==> config.mk <==
export PLATFORM = sky130hd
export DESIGN_NAME = mem_responder
export DESIGN_NICKNAME = d
export VERILOG_FILES = /design/src/rtl/mem_responder.sv
export SDC_FILE = /design/constraint.sdc
export NUM_CORES = 2
export LEC_CHECK = 0
export CAP_MARGIN = 10
export CORE_MARGIN = 8
export CORE_UTILIZATION = 34
export CTS_BUF_LIST = sky130_fd_sc_hd__clkbuf_16
export CTS_CLUSTER_SIZE = 24
export DETAILED_ROUTE_END_ITERATION = 16
export GPL_TIMING_DRIVEN = 0
export HOLD_SLACK_MARGIN = 0.08
export SLEW_MARGIN = 15
export SYNTH_ARGS = -nofsm -noshare
export SYNTH_HDL_FRONTEND = slang
export SYNTH_SLANG_ARGS = --single-unit
==> constraint.sdc <==
create_clock -name clk -period 5.1 [get_ports clk]
set_input_delay 0.51 -clock clk [delete_from_list [all_inputs] [get_ports clk]]
set_output_delay 0.51 -clock clk [all_outputs]
set_load 0.05 [all_outputs]
==> src/rtl/mem_responder.sv <==
// Word-addressed memory slave with a req/ready handshake, configurable wait
// states, and error flagging for misaligned or out-of-range accesses.
module mem_responder #(
  parameter int DEPTH       = 64,
  parameter int WAIT_CYCLES = 2
) (
  input  logic        clk,
  input  logic        reset,
  input  logic        req,
  input  logic        we,
  input  logic [31:0] adr,
  input  logic [31:0] wdata,
  output logic [31:0] rdata,
  output logic        ready,
  output logic        err,
  output logic        busy
);

  localparam int AW = $clog2(DEPTH);

  typedef enum logic [1:0] {IDLE, WAIT, RESP} state_t;

  state_t      state, state_n;
  logic [3:0]  cnt, cnt_n;
  logic [31:0] adr_q, wdata_q;
  logic        we_q;
  logic [31:0] mem [DEPTH];

  logic [31:0] eff_adr;
  logic        eff_we;
  logic        bad;
  logic        to_resp;

  // A zero-wait request enters RESP straight from IDLE, before adr/we are
  // latched, so the response flops must look at the live inputs in that case.
  assign eff_adr = (state == IDLE) ? adr : adr_q;
  assign eff_we  = (state == IDLE) ? we  : we_q;
  assign bad     = (eff_adr[1:0] != 2'b00) || (eff_adr >= 32'(DEPTH * 4));
  assign to_resp = (state_n == RESP);
  assign busy    = (state != IDLE);

  always_comb begin
    // NOTE: every output of this block gets a default first so no path
    // leaves a variable unassigned, which would infer a latch.
    state_n = state;
    cnt_n   = cnt;
    unique case (state)
      IDLE: if (req) begin
        cnt_n   = 4'(WAIT_CYCLES);
        state_n = (WAIT_CYCLES == 0) ? RESP : WAIT;
      end
      WAIT: begin
        cnt_n = cnt - 4'd1;
        if (cnt == 4'd1) state_n = RESP;
      end
      RESP:    state_n = IDLE;
      default: state_n = IDLE;
    endcase
  end

  // NOTE: sequential state uses non-blocking assignments so every flop
  // samples the pre-edge values regardless of statement order.
  always_ff @(posedge clk or negedge reset) begin
    if (!reset) begin
      state   <= IDLE;
      cnt     <= '0;
      adr_q   <= '0;
      we_q    <= 1'b0;
      wdata_q <= '0;
      ready   <= 1'b0;
      err     <= 1'b0;
      rdata   <= '0;
    end else begin
      state <= state_n;
      cnt   <= cnt_n;
      if (state == IDLE && req) begin
        adr_q   <= adr;
        we_q    <= we;
        wdata_q <= wdata;
      end
      ready <= to_resp;
      err   <= to_resp && bad;
      if (to_resp && !eff_we)
        rdata <= bad ? 32'd0 : mem[eff_adr[AW+1:2]];
    end
  end

  // NOTE: the array has no reset; its contents are undefined after power-up
  // and must survive a reset pulse. A reset during RESP forces IDLE, which
  // suppresses the write.
  always_ff @(posedge clk) begin
    if (state == RESP && we_q && !err)
      mem[adr_q[AW+1:2]] <= wdata_q;
  end

endmodule

-- Yosys cells after proc, flatten, opt, wreduce, memory -nomap -nowiden
Memory sizes are Yosys's and may differ from the RTL's.
Cells that the tools add are included.
- word-level logic and storage cells: 39
- memories kept: 1
- output and inout port bits: 35
- bits in registers: 105
- ROM bits: 0
- latch bits: 0
- RAM bits: 2048
- input port bits: 68
- div/mod/pow operators: 0
- mux-type cells: 10
- bitwise logic cells: 0
- add/subtract/negate cells: 1
- eq/ne operators: 5
- multipliers: 0
- shift-type cells: 0
- reductions and logical operators: 13
- magnitude comparators: 1
- memories (memory ; words ; bits a word ; read ports ; clocked after memory_dff ; wr ports ; RTL line ; RTL):
    mem ; 64 ; 32 ; 1 ; 0 ; 1 ; 27 ; logic [31:0] mem [DEPTH];
- operator list (cell ; number):
    two-way mux 32 bit ; 2
    >= comparator 32 x 9 -> 1 bit (second input constant) ; 1
    one-hot mux 4 bit (2 select lines) ; 1
    nonzero test 2 bit ; 3
    logical AND 1 bit ; 5
    equality test 2 bit (second input constant) ; 2
    equality test 4 x 1 -> 1 bit (second input constant) ; 1
    two-way mux 2 bit ; 2
    two-way mux 4 bit ; 1
    one-hot mux 2 bit (2 select lines) ; 1
    subtractor 4 x 1 -> 4 bit (second input constant) ; 1
    two-way mux 1 bit ; 3
    equality test 2 x 1 -> 1 bit (second input constant) ; 1
    zero test 1 bit ; 2
    zero test 2 bit ; 1
    inequality test 2 bit (second input constant) ; 1
    AND reduction 2 bit ; 1
    logical OR 1 bit ; 1

-- Depth between registers and ports, before layout
- depth after elaboration: 5
- mapped depth: 14
- gate-level depth less buffers: 11

-- Worst setup path before layout
Ideal clock, no wire load.
- path type: flip-flop to flip-flop
- start point: register err
- end point: memory mem[62][0] (enable)
- path buffers: 0
- data required time: 4.679 ns
- stages on the path, launching flop included: 6
- path slack: 1.977 ns
- data arrival time: 2.702 ns
- clock period less this slack: 3.123 ns
- library setup time: 0.421 ns
- cells stage by stage: dfrtp_1 > nor3b_1 > nand2_1 > nor2_1 > nand3_1 > nor2_1
- cells in the longest elaborated chain, start to end: 4
- ends and longest elaborated chain (item ; RTL line ; RTL):
    from (decl) ; 15 ; output logic err,
    from (signal assigned) ; 82 ; err <= to_resp && bad;
    zero test 1 bit ; 92 ; if (state == RESP && we_q && !err)
    logical AND 1 bit ; 92 ;
    two-way mux 1 bit ; 92 ;
    two-way mux 1 bit (not written as such) ; 93 ; mem[adr_q[AW+1:2]] <= wdata_q;
    to (decl) ; 27 ;
No other way between the ends.

-- Final worst setup path
- start point: register state[1]
- end point: register rdata[15]
- cells in the longest elaborated chain, start to end: 5
- elaborated cells on any way between the ends: 15
- those cells by class: order compare (1); eq/ne (2); mux (6); reduce/logical (5); memory (1)
- ends and longest elaborated chain (item ; RTL line ; RTL):
    from (decl) ; 23 ; state_t state, state_n;
    from (signal assigned) ; 74 ; state <= state_n;
    zero test 2 bit ; 36, 37, 47 ;
    two-way mux 32 bit ; 36 ; assign eff_adr = (state == IDLE) ? adr : adr_q;
    >= comparator 32 x 9 -> 1 bit or nonzero test 2 bit (tied branches) ; 38 ; assign bad = (eff_adr[1:0] != 2'b00) || (eff_adr >= 32'(DEPTH * 4));
    logical OR 1 bit ; 38 ;
    two-way mux 32 bit ; 84 ; rdata <= bad ? 32'd0 : mem[eff_adr[AW+1:2]];
    to (signal assigned) ; 84 ;
    to (decl) ; 13 ; output logic [31:0] rdata,
Parallel ways exist; a longest one is shown, timed or not.
A chain may end at the register's enable or synchronous reset.

==> impl_metrics.json <==
{
  "status": "finished with violations",
  "violations": "setup timing",
  "grt.busiest_layer": "met2",
  "syn_area_per_cell_um2": 14.9,
  "die_x_um": 512,
  "grt_pass1_wl_um": 387000,
  "numPortBuffers": 102,
  "core-area_um2": 245000,
  "grt-ovfl-total": 0,
  "ys.warnings.count": 0,
  "yosysSeqAreaShare": 0.768,
  "cp.required_ns": 5.78,
  "synth_top_area_share": 0.736,
  "setup_slack_ns": -0.157,
  "syn_inst": 5617,
  "area.growth.synth_to_final_pct": 17.6,
  "tns_ns": -0.186,
  "fin_crit_ns": 5.26,
  "drcViolationCount": 0,
  "h-tree-depth": 4,
  "ys_async_sr_fraction": 0.0488,
  "crit_fanout": 10,
  "slowest_stage": "a22oi_1",
  "place_congestion": 0.963,
  "start_kind": "flop",
  "hp-class": "primary input to flop",
  "synth-edff-count": 2048,
  "min_from": "wdata[9]",
  "holdWs_ns": 0.197,
  "wl_per_cell_um": 29.6,
  "grt_pass1_vias": 50300,
  "ir_worst_vdd_mv": 0.400,
  "maxCapViolCount": 0,
  "max_stage_delay_ns": 1.16,
  "drive_gt1_frac": 0.129,
  "syn-cell-area_um2": 83500,
  "fin_skew_ns": 0.0383,
  "root_buffer": "clkbuf_16",
  "die_h_um": 512,
  "ys_top_cells_by_area": "edfxtp_1, nand2_1, nand3_1",
  "antenna_found_initial": 24,
  "fin_crit_sh": 1.03,
  "placed_cells": 9054,
  "dr.pass1.iters": 7,
  "critPathLaunch": "state[1]$_DFF_PN0_",
  "grt.total_usage": 0.205,
  "yosys.area.top_type": "edfxtp_1",
  "grtUsageMet1": 0.271,
  "crit_type": "flop to flop",
  "synth.most_common_cell": "edfxtp_1",
  "ant_nets": 0,
  "instances_no_fill": 9447,
  "slew_headroom": 0.00261,
  "finalSetupViolCount": 3,
  "syn_nets": 5687,
  "total_power_mw": 61.7,
  "layout.nets": 6113,
  "worst_pin_slew_ns": 1.50,
  "cts_buffers": 206,
  "first_iter_violations": 8250,
  "max_freq_mhz": 190,
  "clk_pin_slew_ns": 0.06,
  "via_per_inst": 5.63,
  "clkSinkCount": 2153,
  "power_leakage_nw": 32.8,
  "hpwl_um": 189000,
  "final_core_util": 0.401,
  "endpoint_kind": "flop",
  "synth_seq_cells": 2153,
  "routed_wl_um": 280000,
  "maxSlewViolCount": 0,
  "synth-main-ff-cell": "edfxtp_1",
  "synth_commonest_cells": "edfxtp_1, nand2_1, nand3_1",
  "post_cts_buffers": 0,
  "worst_skew_pair.late_latency_ns": 0.85,
  "synth.distinct_cells": 65,
  "cp_data_arrival_time_ns": 5.94,
  "clk_path_buf_depth": 3,
  "hold_viol": 0,
  "rsz0062_at_grt": "no",
  "groute.layer.met2.usage": 0.317,
  "power_density_nw_per_um2": 628,
  "fp.dieArea_um2": 262000,
  "ios": 103,
  "met3_usage": 0.0577,
  "initial_utilization": 0.341,
  "r2r_start": "state[1]$_DFF_PN0_",
  "grt_start_max_net_pins": 66,
  "crit_chain": "buf_6, nor2_4, mux2_2, buf_2, nor2_8, buf_2, clkbuf_1, nand3_1, o2111ai_1, nand2_1, a22oi_1, nand2_1",
  "cts_tree": "done",
  "vias": 53200,
  "rows": 182
}
-- critical path, delay by kind of cell, from the launching register on --
family | cells | cell delay (ns)
AO/OA/AOI/OAI | 2 | 1.41
AND/OR/NAND/NOR | 5 | 1.26
buffers and inverters | 4 | 1.56
multiplexers | 1 | 0.41
flip-flops | 1 | 0.39
-- state kept, by name, summed over array words and instances, names as in the netlist --
signal   cells
mem       2048
err          1
we_q         1
cnt          4
rdata       32
ready        1
wdata_q     32
adr_q       32
state        2
-- timing repair --
item,4_1_cts,5_1_grt
endpoints found under the setup margin,0,6
hold endpoints to repair,64,0
hold buffers,1,0
gates resized for setup,0,6
-- final timing paths --
kind	endpoint	slack (ns)	cells after the start
min in group asynchronous	adr_q[9]$_DFFE_PN0P_	0.25	2
hold / removal	wdata_q[9]$_DFFE_PN0P_	0.20	3
setup reg to reg	rdata[15]$_DFFE_PN0P_	-0.16	12
hold reg to reg	adr_q[25]$_DFFE_PN0P_	0.48	2
setup / recovery	rdata[15]$_DFFE_PN0P_	-0.16	12
max in group asynchronous	rdata[11]$_DFFE_PN0P_	4.08	3
-- final cells by class --
cell class | instances | area (um^2)
flip-flops and latches | 2153 | 64200
clock inverters | 173 | 1170
multi-input cells | 3112 | 18300
clock buffers | 210 | 5260
fillers | 22200 | 147000
plain buffers | 347 | 1610
inverters | 5 | 18.8
well taps | 3220 | 4030
repair buffers | 218 | 3630
diodes | 9 | 22.5
-- through the flow --
| step | instance area, um^2 | setup slack, ns |
|---|---|---|
| 5_1_grt | 98300 | 0.00962 |
| 4_1_cts | 98200 | 0.193 |
| 3_3_place_gp | 88600 | -1.41 |
| 6_report | 98300 | -0.157 |
| 2_1_floorplan | 83500 | 1.98 |
| 3_5_place_dp | 91800 | -0.184 |
-- cell families (layout without fill, tap and decap cells) --
family | after synthesis | in the layout | synth area share
DFF | 2153 | 2153 | 0.768
adders and majority gates | 2 | 2 | 0.000300
muxes | 289 | 289 | 0.0531
AOI/OAI and AO/OA | 455 | 455 | 0.0406
and+or+nand+nor | 2366 | 2366 | 0.119
other | 0 | 9 | 0
buffers and inverters | 352 | 953 | 0.0194
-- layout by cell type (no fill, tap or decap), types with 62 or more instances in the layout --
cell type        instances
clkinv_1                62
mux4_2                 122
nand2_1               1561
edfxtp_1              2048
dfrtp_1                 73
nand3_1                608
buf_12                  71
a31oi_1                 73
mux2i_1                160
clkbuf_16              210
clkdlybuf4s50_1        101
buf_2                  147
o2111ai_1              131
clkbuf_1               150
nor2_4                  65
-- power breakdown --
part           switching, mW  internal, mW
Sequential              1.41          22.1
Combinational           17.3          6.06
Clock                   6.71          8.10
Total                   25.5          36.3
-- layer usage --
| layer | part of all wire | vias to the layer above |
|---|---|---|
| met5 | 0.00017 | - |
| met2 | 0.45 | 3437 |
| li1 | - | 22100 |
| met1 | 0.38 | 27000 |
| met3 | 0.12 | 665 |
| met4 | 0.050 | 8 |
No activity file was read; power rests on OpenSTA's default activity.
